File: config.mk
export PLATFORM = sky130hd
export DESIGN_NAME = serial_sub_nbit
export DESIGN_NICKNAME = d
export VERILOG_FILES = /design/src/rtl/serial_sub_nbit.sv
export SDC_FILE = /design/constraint.sdc
export NUM_CORES = 1
export LEC_CHECK = 0
export CORE_ASPECT_RATIO = 0.5
export CORE_MARGIN = 5
export CORE_UTILIZATION = 54
export CTS_BUF_LIST = sky130_fd_sc_hd__clkbuf_4
export CTS_CLUSTER_DIAMETER = 100
export DETAILED_ROUTE_END_ITERATION = 8
export HOLD_SLACK_MARGIN = 0.03
export PLACE_DENSITY = 0.85
export SYNTH_ARGS = -nofsm -noshare
export SYNTH_HDL_FRONTEND = slang
export SYNTH_SLANG_ARGS = --single-unit
File: constraint.sdc
create_clock -name clk -period 3 [get_ports clk]
set_input_delay 0.6 -clock clk [delete_from_list [all_inputs] [get_ports clk]]
set_output_delay 0.6 -clock clk [all_outputs]
set_load 0.05 [all_outputs]
File: src/rtl/serial_sub_nbit.sv
// serial_sub_nbit
// Multi-cycle adder/subtractor. A WIDTH-bit operand pair is processed
// SLICE bits per clock, LSB slice first, with the carry/borrow chain kept
// in a register between slices. One operation takes N = WIDTH/SLICE clocks
// and is issued through a start/busy/done handshake.
//
// Ports:
//   clk    : clock, rising edge
//   rst_n  : asynchronous active-low reset
//   start  : request, sampled only while busy=0
//   mode   : 0 = subtract (A - B - bi), 1 = add (A + B + bi)
//   A, B   : operands, latched on accepted start
//   bi     : borrow-in / carry-in, latched on accepted start
//   busy   : operation in progress
//   done   : one-cycle pulse when d/bo/ovf update
//   d      : result, held until the next completion
//   bo     : borrow-out (sub) / carry-out (add)
//   ovf    : two's-complement signed overflow
//
// Optional feature: define SERIAL_SUB_SAT_EN for unsigned saturation of d
// (sub underflow -> 0, add overflow -> all ones). bo/ovf stay raw.
//
// state | meaning
// IDLE  | waiting for start, busy=0
// RUN   | processing slice cnt_q (0..N-1), busy=1

module serial_sub_nbit #(
  parameter int WIDTH = 16,
  parameter int SLICE = 4
) (
  input  logic             clk,
  input  logic             rst_n,
  input  logic             start,
  input  logic             mode,
  input  logic [WIDTH-1:0] A,
  input  logic [WIDTH-1:0] B,
  input  logic             bi,
  output logic             busy,
  output logic             done,
  output logic [WIDTH-1:0] d,
  output logic             bo,
  output logic             ovf
);

  localparam int N  = WIDTH / SLICE;
  localparam int CW = (N > 1) ? $clog2(N) : 1;
  // Width of the partial-result register holding already-finished slices.
  localparam int AW = (N > 1) ? (WIDTH - SLICE) : 1;

  typedef enum logic {IDLE = 1'b0, RUN = 1'b1} state_t;

  state_t           state_q, state_d;
  logic [CW-1:0]    cnt_q, cnt_d;
  logic [WIDTH-1:0] a_q, a_d;
  logic [WIDTH-1:0] b_q, b_d;
  logic             mode_q, mode_d;
  // Chain bit is held in carry form for both modes; subtraction is done as
  // A + ~B + ~bi, so borrow = ~carry.
  logic             chain_q, chain_d;
  logic [AW-1:0]    acc_q, acc_d;
  logic [WIDTH-1:0] d_q, d_d;
  logic             bo_q, bo_d;
  logic             ovf_q, ovf_d;
  logic             busy_q, busy_d;
  logic             done_q, done_d;

  logic [SLICE-1:0]    a_s, bx_s, sum_s;
  logic [SLICE:0]      full_s;
  logic                cout_s, cin_msb;
  logic [SLICE+AW-1:0] cat_s;
  logic [WIDTH-1:0]    result;
  logic                last;

  always_comb begin
    a_s     = a_q[SLICE-1:0];
    bx_s    = mode_q ? b_q[SLICE-1:0] : ~b_q[SLICE-1:0];
    full_s  = {1'b0, a_s} + {1'b0, bx_s} + {{SLICE{1'b0}}, chain_q};
    sum_s   = full_s[SLICE-1:0];
    cout_s  = full_s[SLICE];
    // Carry into the slice MSB recovered from its sum bit.
    cin_msb = a_s[SLICE-1] ^ bx_s[SLICE-1] ^ full_s[SLICE-1];
    cat_s   = {sum_s, acc_q};
    result  = cat_s[SLICE+AW-1 -: WIDTH];
    last    = (cnt_q == CW'(N - 1));
  end

  always_comb begin
    state_d = state_q;
    cnt_d   = cnt_q;
    a_d     = a_q;
    b_d     = b_q;
    mode_d  = mode_q;
    chain_d = chain_q;
    acc_d   = acc_q;
    d_d     = d_q;
    bo_d    = bo_q;
    ovf_d   = ovf_q;
    busy_d  = busy_q;
    done_d  = 1'b0;

    case (state_q)
      IDLE: begin
        if (start) begin
          state_d = RUN;
          busy_d  = 1'b1;
          cnt_d   = '0;
          a_d     = A;
          b_d     = B;
          mode_d  = mode;
          chain_d = mode ? bi : ~bi;
          acc_d   = '0;
        end
      end
      RUN: begin
        a_d     = a_q >> SLICE;
        b_d     = b_q >> SLICE;
        chain_d = cout_s;
        acc_d   = cat_s[SLICE+AW-1 -: AW];
        cnt_d   = cnt_q + 1'b1;
        if (last) begin
          state_d = IDLE;
          busy_d  = 1'b0;
          done_d  = 1'b1;
          cnt_d   = '0;
          bo_d    = mode_q ? cout_s : ~cout_s;
          ovf_d   = cin_msb ^ cout_s;
`ifdef SERIAL_SUB_SAT_EN
          if (mode_q && cout_s)
            d_d = '1;
          else if (!mode_q && !cout_s)
            d_d = '0;
          else
            d_d = result;
`else
          d_d = result;
`endif
        end
      end
      default: begin
        state_d = IDLE;
        busy_d  = 1'b0;
      end
    endcase
  end

  always_ff @(posedge clk or negedge rst_n) begin
    if (!rst_n) begin
      state_q <= IDLE;
      cnt_q   <= '0;
      a_q     <= '0;
      b_q     <= '0;
      mode_q  <= 1'b0;
      chain_q <= 1'b0;
      acc_q   <= '0;
      d_q     <= '0;
      bo_q    <= 1'b0;
      ovf_q   <= 1'b0;
      busy_q  <= 1'b0;
      done_q  <= 1'b0;
    end else begin
      state_q <= state_d;
      cnt_q   <= cnt_d;
      a_q     <= a_d;
      b_q     <= b_d;
      mode_q  <= mode_d;
      chain_q <= chain_d;
      acc_q   <= acc_d;
      d_q     <= d_d;
      bo_q    <= bo_d;
      ovf_q   <= ovf_d;
      busy_q  <= busy_d;
      done_q  <= done_d;
    end
  end

  assign busy = busy_q;
  assign done = done_q;
  assign d    = d_q;
  assign bo   = bo_q;
  assign ovf  = ovf_q;

endmodule

-- Word-level counts from Yosys, hierarchy flattened
Cells that the tools add are included.
- $add $sub $neg: 3
- equal/unequal tests: 3
- multiplexer cells: 22
- bitwise operators: 7
- reduce and logical (&&, ||, !) cells: 3
- operators by type and width (kind ; count):
    $pmux W16 S2 ; 2
    $mux W16 ; 2
    $pmux W12 S2 ; 1
    $mux W12 ; 1
    $mux W1 ; 9
    $pmux W1 S2 ; 3
    $reduce_and A2 Y1 ; 3
    $add A4 B4 Y5 ; 1
    $add A5 B1 Y5 ; 1
    $mux W2 ; 2
    $mux W4 ; 1
    $not A4 Y4 ; 1
    $pmux W2 S2 ; 1
    $not A1 Y1 ; 3
    $xor A1 B1 Y1 ; 3
    $add A2 B1 Y2 const B ; 1
    $eq A2 B2 Y1 const B ; 1
    $ne A2 B1 Y1 const B ; 1
    $ne A2 B2 Y1 const B ; 1
- bits in registers: 69
- bits of input ports: 37
- output and inout bits: 20

-- Longest topological paths before layout
Gate-level depths: netlist (run 1).
- depth after elaboration: 6
- mapped depth: 8
- mapped depth without buffers: 7

-- Worst setup path after synthesis (run 1)
OpenSTA, ideal clock, no wires.
- kind: register -> register
- start: register mode_q
- end: register bo_q (netlist: bo)
- setup time: 0.135 ns
- arrival time: 2.022 ns
- required time: 2.865 ns
- slack: 0.843 ns
- cell stages (with the launch flop): 9
- clock period less this slack: 2.157 ns
- cells stage by stage: dfrtp_1 -> buf_2 -> xor2_1 -> fa_1 -> fa_1 -> nand2b_1 -> a21oi_2 -> xor2_1 -> o21ai_0
- cells in the longest elaborated chain, start to end: 5
- RTL lines (what ; line ; source):
    from (decl) ; 56 ; logic mode_q, mode_d;
    from (signal assigned) ; 165 ; mode_q <= mode_d;
    $mux W4 ; 76 ; bx_s = mode_q ? b_q[SLICE-1:0] : ~b_q[SLICE-1:0];
    $add A4 B4 Y5 ; 77 ; full_s = {1'b0, a_s} + {1'b0, bx_s} + {{SLICE{1'b0}}, chain_q};
    $add A5 B1 Y5 ; 77 ;
    $not A1 Y1 ; 125 ; bo_d = mode_q ? cout_s : ~cout_s;
    $mux W1 * ; 125 ;
    to (signal assigned) ; 169 ; bo_q <= bo_d;
    to (decl) ; 62 ; logic bo_q, bo_d;
Every way passes the cells marked *; elsewhere a longest branch is shown, timed or not.
A chain may end at the register's enable or synchronous reset.

-- Worst setup path after layout (run 1)
Same ends and word-level chain as after synthesis.

==> metrics.cfg, run 1 <==
[synth]
yosys_register_bits = 69
syn_nets = 309
ys_seq_area_frac = 0.563
yosysWarnings = 0
ys_types = 26
netlist_instances = 266
post_synth.cell_area_avg_sq_um = 11.5
synth_area_sq_um = 3070

[sta]
setup_viol = 0
skew_ps = 15.0
slew_violations = 0
fin_crit_sh = 0.770
max-slew-margin-rel = 0.585
max_freq_ghz = 0.433
rsz0062_at_grt = no
fin_tns_setup_ps = 0
finalCriticalPeriod_ps = 2310
worst-slew-pin-transition_ps = 623
hold_viol_final = 0

[layout]
final_cell_mix = dfrtp_1, clkdlybuf4s50_1, nand2_1
final_common_cell = dfrtp_1
area_growth_pct = 22.2
fillers = 411
drive_above_1_share = 0.115
fin_nets = 363
insertedDiodeCount = 0
final_util = 0.683

[die]
coreArea_sq_um = 5490
rows = 19
die_x_um = 117
io_pins = 57
initial_core_util = 0.559
die_y_um = 63.3
dieArea_sq_um = 7380

[routing]
drt_pre_antenna_iters = 4
antenna_left = 0
drc = 0
wire_per_inst_um = 14.2
drt_iter0_markers = 87
totalWireLength_mm = 5.60
vias_per_cell = 5.14
vias = 2036

[grt]
grt_antenna_before_repair = 0
grt_max_degree = 68
overflow = 0
grt_pass1_wl_mm = 10.0
grt_pass1_vias = 2088
gr-usage-all-layers = 0.174

[setup_path]
cpLargestDelayFamily = adder cells
r2r_start = mode_q
cp_max_fo = 6
critPathLaunchType = flop
slowest_stage = dfrtp_1
ff2ff_path_depth = 7
r2r_slack_ps = 690
worst_setup_path_end_kind = flop
crit_type = flop to flop
slowest_delay_ps = 490
reg2reg_to = bo
crit_arrival_ps = 2600
crit_chain = xor2_1 -> fa_1 -> fa_1 -> nand2b_1 -> a21oi_2 -> xor2_1 -> o21ai_0
required_ps = 3290
cp_num_buf_inv = 0

[clock_network]
clock-sinks = 69
max-clock-path-buffers = 2
cts_htree_levels = 3
clock_latency_ps = 410
hold_buffers = 0
cts_made_buffers = 9
clock-root-buffer = clkbuf_4
cts_resized = 0
cts_tree = built
cts_setup_buffers = 0
clk_pin_slew_worst_paths_ps = 110

[run]
cap_viol_max_count = 0

[power]
powerDensity_nw_per_um2 = 1050
irDropWorstVdd_uv = 640
leakage_nw = 1.79

[placement]
place_hpwl_mm = 3.97
io_buffer_count = 56
gp_congestion = 0.851

[hold_path]
worstHoldPathType = input port to async pin

[run_status]
status = finished, final reports clean

-- synth_stat cells --
cell type  instances  area, sq um
nand2b_1           2         12.5
nor2_1            15         56.3
inv_1              8         30.0
and3_1             1         6.26
buf_2              6         30.0
o22ai_1            3         18.8
mux2i_1           32          320
mux2_2             4         45.0
a21oi_2            1         8.76
a21o_1             1         7.51
a21oi_1            2         10.0
a22o_1             5         43.8
buf_4              3         22.5
mux2_4            10          150
ha_1               4         50.1
fa_1               2         40.0
o21ai_0           36          180
buf_6              2         22.5
xnor2_1            4         35.0
o21ai_2            1         8.76
clkbuf_1           6         22.5
dfrtp_1           69         1730
nand2_1           42          158
xor2_1             5         43.8
a31o_2             1         8.76
nand2_4            1         11.3
-- worst max path at each step --
stage / startpoint / endpoint / slack (ps) / cells past startpoint
6_report: mode_q / bo / 690 / 7
5_1_grt: mode_q / bo / 560 / 7
4_1_cts: mode_q / bo / 690 / 7
3_5_place_dp: mode_q / bo / 700 / 7
3_3_place_gp: mode_q / bo / 800 / 7
2_1_floorplan: mode_q / bo / 840 / 8
-- layout make-up --
| cell class | instances | area [sq um] | share of cell area |
|---|---|---|---|
| multi-input combinational | 172 | 1210 | 0.324 |
| timing repair buffer | 60 | 593 | 0.158 |
| inverter | 8 | 30.0 | 0.00801 |
| sequential | 69 | 1730 | 0.461 |
| clock buffer | 10 | 75.1 | 0.0200 |
| clock inverter | 4 | 17.5 | 0.00467 |
| tap | 73 | 91.3 | 0.0244 |
-- sequential cells by signal, indices dropped and copies added (netlist names) --
name     count
chain_q      1
cnt_q        2
a_q         16
mode_q       1
acc_q       12
state_q      1
bo           1
ovf          1
done         1
b_q         16
d           16
busy         1
-- per-stage QoR --
stage / hold slack, ps / power (mW) / setup slack (ps) / std cells / instance area, sq um
floorplan: 304 / 2.98 / 843 / 266 / 3070
global placement: 463 / 3.42 / 805 / 382 / 3660
detailed placement: 471 / 3.52 / 701 / 382 / 3660
CTS: 186 / 3.99 / 694 / 396 / 3750
global route: 225 / 4.25 / 564 / 396 / 3750
finish: 198 / 3.95 / 689 / 396 / 3750
-- worst register-to-register path, cell delays in order (launching register included) --
cell and delay [ps]:
dfrtp_1 490, xor2_1 220, fa_1 440, fa_1 420, nand2b_1 190, a21oi_2 210
xor2_1 150, o21ai_0 80
-- power breakdown --
group	internal, mW	total, mW	switching, mW	leakage, nW
Clock	0.163	0.458	0.295	0.0570
Sequential	1.31	1.57	0.258	0.882
Combinational	0.809	1.92	1.11	0.853
Total	2.28	3.95	1.66	1.79
-- logic make-up after synthesis --
group | after synthesis | share of synthesized area
compound gates | 50 | 0.0934
xor+xnor | 9 | 0.0257
fa+ha+maj | 6 | 0.0294
buf+inv | 25 | 0.0416
flops | 69 | 0.563
mux | 46 | 0.168
simple gates | 61 | 0.0795
-- metal layers --
| layer | GRT usage | share of wire | wire length [um] | vias up |
|---|---|---|---|---|
| li1 | - | - | - | 1006 |
| met1 | 0.225 | 0.44 | 2470 | 981 |
| met2 | 0.273 | 0.50 | 2780 | 38 |
| met3 | 0.0564 | 0.047 | 263 | 11 |
| met4 | 0.0687 | 0.016 | 87 | 0 |
| met5 | 0 | 0 | 0 | - |
Note: power is estimated with default switching activity, not from simulation.
==> run 2: changes to the inputs <==
clock period = 2.4 ns   (was 3 ns; I/O delays follow)
==> run 2 against run 1 <==
- register-to-register slack lost 540 ps
- count of clock-buffer cells in the layout grew 1
- combinational power grew 28%
- global-route usage grew 0.81 points
- maximum frequency grew 2.6%
- die area is the same
- sequential power grew 25%
- power grew 30%
- critical path depth is the same
- largest power group unchanged
- highest routed layer unchanged
==> metrics.cfg, run 2 (synthesized netlist as in run 1, its figures left out) <==
[clock_network]
clock_latency_ps = 410  ; about the same
cts_setup_buffers = 0  ; unchanged
clock-sinks = 69  ; unchanged
cts_tree = built  ; unchanged
clk_pin_slew_worst_paths_ps = 110  ; about the same
max-clock-path-buffers = 2  ; unchanged
clock-root-buffer = clkbuf_4  ; unchanged
cts_htree_levels = 3  ; unchanged
cts_made_buffers = 9  ; unchanged

[setup_path]
worst_setup_path_end_kind = flop  ; unchanged
slowest_stage = dfrtp_2  ; was dfrtp_1
cp_max_fo = 6  ; unchanged
cpMostUsedCell = fa_1
crit_type = flop to flop  ; unchanged
slowest_delay_ps = 470  ; was 490 ps
required_ps = 2670  ; was 3290 ps
cp_num_buf_inv = 0  ; unchanged
critPathLaunchType = flop  ; unchanged
crit_arrival_ps = 2530  ; was 2600 ps
crit_chain = xor2_1 -> fa_1 -> fa_1 -> nand2b_1 -> a21oi_2 -> xnor2_1 -> o21ai_0  ; was xor2_1 -> fa_1 -> fa_1 -> nand2b_1 -> a21oi_2 -> xor2_1 -> o21ai_0
cpLargestDelayFamily = adder cells  ; unchanged

[placement]
dp_cells = 384  ; was 382
gp_congestion = 0.849  ; was 0.851
placed_area_sq_um = 3670  ; was 3660 sq um
place_ws_ps = 130  ; was 701 ps
io_buffer_count = 56  ; unchanged
place_hpwl_mm = 4.29  ; was 3.97 mm

[power]
powerDensity_nw_per_um2 = 1350  ; was 1050 nW/um^2
leakage_nw = 1.82  ; was 1.79 nW
clkPwrFrac = 0.140  ; was 0.116
pwr-share-comb = 0.479  ; was 0.486
irDropWorstVdd_uv = 899  ; was 640 uV
switching_share = 0.415  ; was 0.421
total_power_mw = 5.14  ; was 3.95 mW
seq_power_share = 0.381  ; was 0.398
p_sw_mw = 2.13  ; was 1.66 mW
intPower_mw = 3.00  ; was 2.28 mW

[layout]
final_cell_mix = dfrtp_1, clkdlybuf4s50_1, nand2_1  ; unchanged
final_cell_area_sq_um = 3810  ; was 3750 sq um
fin_nets = 365  ; was 363
final_util = 0.693  ; was 0.683
multi_input_area_sq_um = 1210  ; unchanged
drive_above_1_share = 0.131  ; was 0.115
fillers = 401  ; was 411
insertedDiodeCount = 0  ; unchanged
fin_cells = 400  ; was 396
area_growth_pct = 24.1  ; was 22.2%
final_common_cell = dfrtp_1  ; unchanged
ff_latch_area_sq_um = 1730  ; about the same

[sta]
hold_ws_ps = 114  ; was 198 ps
fin_tns_setup_ps = 0  ; unchanged
slew_violations = 0  ; unchanged
worst-slew-pin-transition_ps = 717  ; was 623 ps
rsz0062_at_grt = no  ; unchanged
max-slew-margin-rel = 0.522  ; was 0.585
fin_crit_sh = 0.939  ; was 0.770
hold_viol_final = 0  ; unchanged
setup_ws_ps = 147  ; was 689 ps
max_freq_ghz = 0.444  ; was 0.433 GHz
skew_ps = 13.9  ; was 15.0 ps
finalCriticalPeriod_ps = 2250  ; was 2310 ps
setup_viol = 0  ; unchanged

[routing]
totalWireLength_mm = 5.97  ; was 5.60 mm
antenna_left = 0  ; unchanged
vias_per_cell = 5.15  ; was 5.14
wire_per_inst_um = 14.9  ; was 14.2 um
dr_wl_met3_um = 272  ; was 263 um
drt_iter0_markers = 109  ; was 87
drt_pre_antenna_iters = 5  ; was 4
vias = 2060  ; was 2036
dr.max_layer_used = met4  ; unchanged
wl_met2_mm = 2.98  ; was 2.78 mm
drc = 0  ; unchanged
wl_met1_mm = 2.60  ; was 2.47 mm

[grt]
grt_max_degree = 45  ; was 68
grt_pass1_wl_mm = 10.4  ; was 10.0 mm
gr-usage-all-layers = 0.182  ; was 0.174
overflow = 0  ; unchanged
grt_antenna_before_repair = 0  ; unchanged
grt_pass1_vias = 2236  ; was 2088

[die]
coreArea_sq_um = 5490  ; unchanged
die_y_um = 63.3  ; unchanged
die_x_um = 117  ; unchanged
dieArea_sq_um = 7380  ; unchanged
initial_core_util = 0.559  ; unchanged
rows = 19  ; unchanged
io_pins = 57  ; unchanged

[run]
cap_viol_max_count = 0  ; unchanged

[run_status]
status = finished, final reports clean  ; unchanged

[hold_path]
worstHoldPathType = input port to async pin  ; unchanged

run 2: final cells by class:
cell class	count	share of cell area
flip-flops and latches	69	0.454
clock buffers	11	0.0217
clock inverters	5	0.0135
repair buffers	62	0.160
multi-input cells	172	0.319
inverters	8	0.00789
well taps	73	0.0240
run 2: worst paths after layout:
path | startpoint | endpoint | slack [ps] | depth (start not counted)
worst max-delay path | mode_q | ovf | 150 | 7
worst min register to register | d[13] | d[13] | 490 | 2
max in group asynchronous | rst_n | state_q | 1660 | 2
worst min-delay path | rst_n | a_q[8] | 110 | 1
worst max register to register | mode_q | ovf | 150 | 7
min in group clk | d[13] | d[13] | 490 | 2
run 2: power groups by stage:
stage,Combinational (mW),Clock (mW),Sequential [mW]
global route,2.70,0.787,2.03
finish,2.46,0.717,1.96
global placement,2.33,0,1.96
CTS,2.47,0.741,1.96
floorplan,1.35,0,2.37
detailed placement,2.45,0,1.99
run 2: timing repair:
action | in CTS | in global routing
gates resized for setup | 0 | 1
endpoints found under the setup margin | 0 | 1
hold buffers | 0 | 0
run 2: per-layer routing:
| layer | vias up | track usage |
|---|---|---|
| met4 | 0 | 0.0758 |
| li1 | 1012 | - |
| met5 | - | 0 |
| met2 | 47 | 0.294 |
| met3 | 10 | 0.0564 |
| met1 | 991 | 0.228 |
==> run 3: changes to the inputs <==
CORE_UTILIZATION = 49   (was 54)
PLACE_DENSITY = 0.82   (was 0.85)
RECOVER_POWER = 100   (was default)
clock period = 1.9 ns   (was 2.4 ns; I/O delays follow)
==> run 3 against run 2 <==
- the flow now finishes with violations (setup timing)
- flip-flop and latch count stayed put
- count of clock-buffer cells in the layout is 1 lower
- first-iteration DRC count rose by 6.4%
- final cell count grew 4.8%
- sequential share of layout area is 0.30 points lower
- utilization down 6.3 points
- via count rose by 1.3%
- sequential power increased by 27%
- wire length shrank 0.25%
- critical path depth unchanged
- power up 30%
- register-to-register slack got worse by 220 ps
- highest routed layer unchanged
==> metrics.cfg, run 3 (synthesized netlist as in run 1, its figures left out) <==
[run_status]
status = finished with violations  ; was finished, final reports clean
violations = setup timing

[routing]
vias = 2086  ; was 2060
vias_per_cell = 4.98  ; was 5.15
wire_per_inst_um = 14.2  ; was 14.9 um
drt_pre_antenna_iters = 4  ; was 5
drt_iter0_markers = 116  ; was 109
antenna_left = 0  ; unchanged
drc = 0  ; unchanged
totalWireLength_mm = 5.96  ; was 5.97 mm

[setup_path]
crit_type = flop to flop  ; unchanged
cpMostUsedCell = fa_2  ; was fa_1
cp_num_buf_inv = 0  ; unchanged
crit_arrival_ps = 2270  ; was 2530 ps
critPathLaunchType = flop  ; unchanged
worst_setup_path_end_kind = flop  ; unchanged
cpLargestDelayFamily = adder cells  ; unchanged
slowest_stage = dfrtp_1  ; was dfrtp_2
slowest_delay_ps = 420  ; was 470 ps
r2r_start = b_q[0]  ; was mode_q
reg2reg_to = bo  ; was ovf
r2r_slack_ps = -80  ; was 150 ps
required_ps = 2190  ; was 2670 ps
cp_max_fo = 3  ; was 6
ff2ff_path_depth = 7  ; unchanged
crit_chain = xor2_2 -> fa_2 -> fa_2 -> nand2b_4 -> a21oi_4 -> xor2_1 -> o21ai_1  ; was xor2_1 -> fa_1 -> fa_1 -> nand2b_1 -> a21oi_2 -> xnor2_1 -> o21ai_0

[die]
io_pins = 57  ; unchanged
dieArea_sq_um = 8040  ; was 7380 sq um
initial_core_util = 0.505  ; was 0.559
rows = 20  ; was 19
coreArea_sq_um = 6080  ; was 5490 sq um
die_y_um = 66.0  ; was 63.3 um
die_x_um = 122  ; was 117 um

[layout]
fin_nets = 369  ; was 365
drive_above_1_share = 0.157  ; was 0.131
final_common_cell = dfrtp_1  ; unchanged
ff_latch_area_sq_um = 1730  ; about the same
insertedDiodeCount = 0  ; unchanged
final_cell_mix = dfrtp_1, nand2_1, o21ai_0, clkdlybuf4s50_1, mux2i_1  ; was dfrtp_1, clkdlybuf4s50_1, nand2_1
fillers = 496  ; was 401
multi_input_area_sq_um = 1250  ; was 1210 sq um
final_util = 0.630  ; was 0.693
final_cell_area_sq_um = 3830  ; was 3810 sq um
area_growth_pct = 24.8  ; was 24.1%

[grt]
grt_pass1_vias = 2189  ; was 2236
grt_max_degree = 61  ; was 45
overflow = 0  ; unchanged
grt_pass1_wl_mm = 10.1  ; was 10.4 mm
gr-usage-all-layers = 0.161  ; was 0.182
grt_antenna_before_repair = 0  ; unchanged

[clock_network]
cts_htree_levels = 3  ; unchanged
clock_latency_ps = 410  ; about the same
clk_pin_slew_worst_paths_ps = 110  ; about the same
clock-sinks = 69  ; unchanged
clock-root-buffer = clkbuf_4  ; unchanged
cts_setup_buffers = 0  ; unchanged
cts_made_buffers = 9  ; unchanged
max-clock-path-buffers = 2  ; unchanged
cts_tree = built  ; unchanged

[sta]
fin_tns_setup_ps = -133  ; was 0 ps
hold_viol_final = 0  ; unchanged
finalCriticalPeriod_ps = 1980  ; was 2250 ps
fin_crit_sh = 1.04  ; was 0.939
skew_ps = 9.62  ; was 13.9 ps
setup_ws_ps = -76.7  ; was 147 ps
setup_viol = 2  ; was 0
max-slew-margin-rel = 0.544  ; was 0.522
rsz0062_at_grt = yes  ; was no
max_freq_ghz = 0.506  ; was 0.444 GHz
worst-slew-pin-transition_ps = 685  ; was 717 ps
slew_violations = 0  ; unchanged

[placement]
gp_congestion = 0.817  ; was 0.849
io_buffer_count = 56  ; unchanged
placed_area_sq_um = 3730  ; was 3670 sq um
place_hpwl_mm = 4.38  ; was 4.29 mm

[run]
cap_viol_max_count = 0  ; unchanged

[power]
powerDensity_nw_per_um2 = 1740  ; was 1350 nW/um^2
total_power_mw = 6.66  ; was 5.14 mW
leakage_nw = 1.85  ; was 1.82 nW
irDropWorstVdd_uv = 719  ; was 899 uV

[hold_path]
holdCritStartpoint = start
whs_endpoint = b_q[7]
min_path_cells = 3
worstHoldPathType = input port to flop  ; was input port to async pin

==> run 3: changes by cell type in the layout (fill, tap and decap cells not counted), moves of 2 or more <==
cell             previous run  this run
fa_1                        2         0
o21ai_1                     0         2
clkdlybuf4s50_1            54        34
clkinv_4                    0         2
fa_2                        0         2
clkbuf_1                    0        13
clkbuf_2                    0         3
o21ai_0                    36        34
dlygate4sd2_1               0         7
==> run 3: where the power goes <==
part	switching [mW]	internal, mW
registers	0.416	2.07
logic	1.86	1.25
clock network	0.515	0.549
==> run 3: per-layer routing <==
metal | part of all wire | GRT usage
met1 | 0.43 | 0.194
met2 | 0.50 | 0.280
met3 | 0.042 | 0.0410
met4 | 0.020 | 0.0670
met5 | 0 | 0
==> run 3: what timing repair did <==
action                                  in CTS  in global routing
endpoints found under the setup margin      11                  5
resized for setup                            8                  2
hold buffers                                 1                  0
hold endpoints to repair                    22                  0
cloned                                       0                  0
pin swaps                                    5                  4
==> run 3: worst max-delay path by stage <==
stage / from / to / slack (ps) / cells past startpoint
after CTS: b_q[0] / bo / -90 / 7
after detailed placement: b_q[0] / bo / -160 / 7
after global routing: b_q[0] / bo / -150 / 7
final: b_q[0] / bo / -80 / 7
after floorplan: mode_q / bo / -140 / 8
after global placement: b_q[0] / bo / -120 / 7
==> run 3: cell type report <==
cell class	instances	area share
multi-input combinational	172	0.327
clock buffer	10	0.0196
tap	88	0.0287
sequential	69	0.451
timing repair buffer	66	0.142
inverter	8	0.00784
clock inverter	6	0.0229
==> run 3: per-stage QoR <==
step                std cells  hold WS [ps]  setup slack, ps
finish                    419           407            -76.7
global route              419           425             -152
CTS                       419           384            -90.7
detailed placement        402           402             -159
global placement          402           401             -116
floorplan                 266          84.4             -143
==> run 3: worst register-to-register path: stages, from the launching register on <==
cell	delay, ps
dfrtp_1	420
xor2_2	180
fa_2	360
fa_2	360
nand2b_4	160
a21oi_4	160
xor2_1	160
o21ai_1	70
==> variant 1, RTL diff (config.mk and constraints of run 3) <==
Build with the macro `SERIAL_SUB_SAT_EN` defined.
--- a/src/rtl/serial_sub_nbit.sv
+++ b/src/rtl/serial_sub_nbit.sv
@@ -23,6 +23,8 @@
 // state | meaning
 // IDLE  | waiting for start, busy=0
 // RUN   | processing slice cnt_q (0..N-1), busy=1
+
+`define SERIAL_SUB_SAT_EN
 
 module serial_sub_nbit #(
   parameter int WIDTH = 16,
Behaviour: not the same (a bounded check fails within 10 cycles, from zero or initial values and one cycle with rst_n low).
==> variant 1 against run 3 <==
The run still ends with setup timing left; cell count grew 12%; synthesized area rose by 2.6%; highest routed layer unchanged; power is 14% higher; cell area grew 7.0%; critical endpoint is now d[15]; fmax shrank 15%; sequential cell count unchanged; setup slack worse by 0.34 ns; largest power group unchanged; routed wire length grew 17%.
==> variant 1: results (changes against run 3) <==
- Inverters: 11 (+3)
- Final setup violation count: 21 (+19)
- Worst Hold End: acc_q[11]
- DP Area: 3810 um2 (+2.0%)
- Multi-input logic area: 1400 um2 (+12%)
- First-pass GRT wire length: 11500 um (+14%)
- Seq cells: 69 (unchanged)
- Avg WL per Cell: 14.8 um (+4.1%)
- Clock skew: 0.0157 ns (+0.00613 ns)
- Synth top area cells: dfrtp_1 (55%), mux2i_1 (11%), nand2_1 (7.6%)
- DR WL met3: 364 um (+45%)
- M1 GR Usage: 22.3% (+2.9 points)
- Failing checks: setup timing
- Sw frac: 42.9% (+1.1 points)
- Clock network area share: 4.43% (+0.18 points)
- Syn-to-layout area delta: 30.1%
- Met2 Track Usage GR: 31.2% (+3.1 points)
- Mux contribution to synthesized area: 10.8% (-6.0 points)
- CP Max Fanout: 8 (+5)
- Layout cells sized above 1: 15.4% (-0.26 points)
- Reg-to-Reg Start: mode_q
- Die area: 8230 um2 (+2.3%)
- Peak VDD IR: 0.831 mV (+16%)
- Xor and xnor fraction of the mapped netlist area: 2.22% (-0.34 points)
- Syn Nets: 356 (+15%)
- Setup WS post-layout: -0.418 ns (-0.342 ns)
- Post_cts resized: 25 (+17)
- Pre-CTS setup slack: -0.577 ns (-0.418 ns)
- Dpl hpwl: 4410 um (+0.71%)
- Synth cell types: 27 (+3.8%)
- Worst r2r path cells: 10 (+3)
- Status: complete, but fails checks
- Synth Area in Adders: 3.65% (+0.72 points)
- Synth Area in Compound Gates: 13.7% (+4.3 points)
- Fillers: 495 (-0.20%)
- Leak: 1.86 nW (+0.70%)
==> variant 1: cell types whose count changed in the layout (fill, tap and decap cells not counted), moves of 4 or more <==
cell	change
a21oi_1	+13
clkbuf_1	+4
mux2_2	-4
buf_4	+5
o21ai_1	+13
nand2_1	+23
a22o_1	-4
xor2_1	-4
mux2_4	-10
==> variant 1: power groups by stage <==
stage / sequential [mW] / combinational [mW] / clock, mW
6_report: 2.39 / 4.01 / 1.19
5_1_grt: 2.47 / 4.38 / 1.26
4_1_cts: 2.39 / 3.88 / 1.21
3_5_place_dp: 2.42 / 3.36 / 0
3_3_place_gp: 2.39 / 3.24 / 0
2_1_floorplan: 2.87 / 1.96 / 0
==> variant 1: through the flow <==
step | hold WS [ns] | cells
after detailed placement | 0.427 | 447
after global routing | 0.474 | 470
final | 0.463 | 470
after CTS | 0.451 | 469
after floorplan | 0.0844 | 311
after global placement | 0.418 | 447
==> variant 2, RTL diff (flow settings as in run 3) <==
Made on the original files. Register the output `d` once more, without a reset; this adds one clock of latency there. The other outputs are not delayed to match. Comments in the files are not updated.
--- a/src/rtl/serial_sub_nbit.sv
+++ b/src/rtl/serial_sub_nbit.sv
@@ -175,7 +175,9 @@
 
   assign busy = busy_q;
   assign done = done_q;
-  assign d    = d_q;
+  always_ff @(posedge clk) begin
+    d <= d_q;
+  end
   assign bo   = bo_q;
   assign ovf  = ovf_q;
 
Behaviour: not the same (Yosys sat finds a counterexample within 10 cycles, from zero or initial values and one cycle with rst_n low).
==> variant 2 against run 3 <==
The flow still finishes with violations (setup timing); clock skew about the same; routed wire length grew 6.1%; count of clock-buffer cells in the layout is the same; sequential cell count grew 16; synthesized area grew 11%; power rose by 11%; combinational power rose by 5%; cell area increased by 9.8%; setup slack worse by 0.070 ns; sequential power rose by 19%.
==> variant 2: results (changes against run 3) <==
- Status: complete, but fails checks
- Failing checks: setup timing
- Vias: 2138 (+2.5%)
- Seq/Total Area, Yosys: 60.3% (+4.1 points)
- Setup WS post-layout: -0.147 ns (-0.0704 ns)
- Hold depth: 2 (-1)
- Hold_ws: 0.359 ns (-0.0478 ns)
- Post_cts resized: 18 (+10)
- Vias per std cell: 4.87 (-2.2%)
- RD Place Congestion: 0.882 (+7.9%)
- DRT iter0 DRCs: 153 (+32%)
- Peak VDD IR: 0.602 mV (-16%)
- Dpl cells: 421 (+4.7%)
- Clock share of power: 15.4% (-0.6 points)
- Clock skew: 0.00972 ns (+0.0000997 ns)
- Largest net degree at the start of global routing: 54 (-11%)
- Dpl hpwl: 4510 um (+3.1%)
- WL final: 6320 um (+6.1%)
- Slew headroom: 38.8% (-16 points)
- Number of nets in the layout: 386 (+4.6%)
- Fillers: 532 (+7.3%)
- Vias in the first global route: 2268 (+3.6%)
- Sequential power: 2.97 mW (+19%)
- Synth top area cells: dfrtp_1 (51%), mux2i_1 (10%), dfxtp_1 (9.4%)
- First-pass GRT wire length: 10700 um (+5.6%)
- Reg2reg end: bo
- Leak: 2.00 nW (+8.3%)
- Syn Nets: 324 (+4.9%)
- Clock slew at reported path FFs: 0.13 ns (+0.02 ns)
- Final setup violation count: 4 (+2)
- Int Power: 4.45 mW (+15%)
- Post-CTS Setup Bufs: 1 (+1)
- Fraction of registers with async set/reset: 81.2% (-19 points)
- Tot GR Track Use: 15.9% (-0.28 points)
- CP startpoint: mode_q
-- variant 2: final cells by class --
class | instances | area, um2 | share of cell area, %
sequential | 85 | 2050 | 48.7
multi-input combinational | 172 | 1240 | 29.4
timing repair buffer | 68 | 619 | 14.7
tap | 92 | 115 | 2.74
clock inverter | 5 | 85.1 | 2.02
clock buffer | 10 | 75.1 | 1.79
inverter | 7 | 26.3 | 0.625
-- variant 2: per-layer routing --
layer / wire length (um) / vias up / GRT usage, % / share of wire (%)
li1: - / 1061 / - / -
met1: 2700 / 1015 / 17.9 / 43
met2: 3190 / 43 / 27.9 / 51
met3: 232 / 19 / 4.23 / 3.7
met4: 187 / 0 / 9.66 / 3.0
met5: 0 / - / 0 / 0
-- variant 2: cells by family after synthesis --
group,count (synthesis),synth area share (%)
XOR/XNOR,9,2.32
adder cells (fa/ha/maj),6,2.65
AO/OA/AOI/OAI,47,8.04
buffers and inverters,24,4.06
multiplexers,49,15.0
flip-flops,85,60.3
AND/OR/NAND/NOR,61,7.60
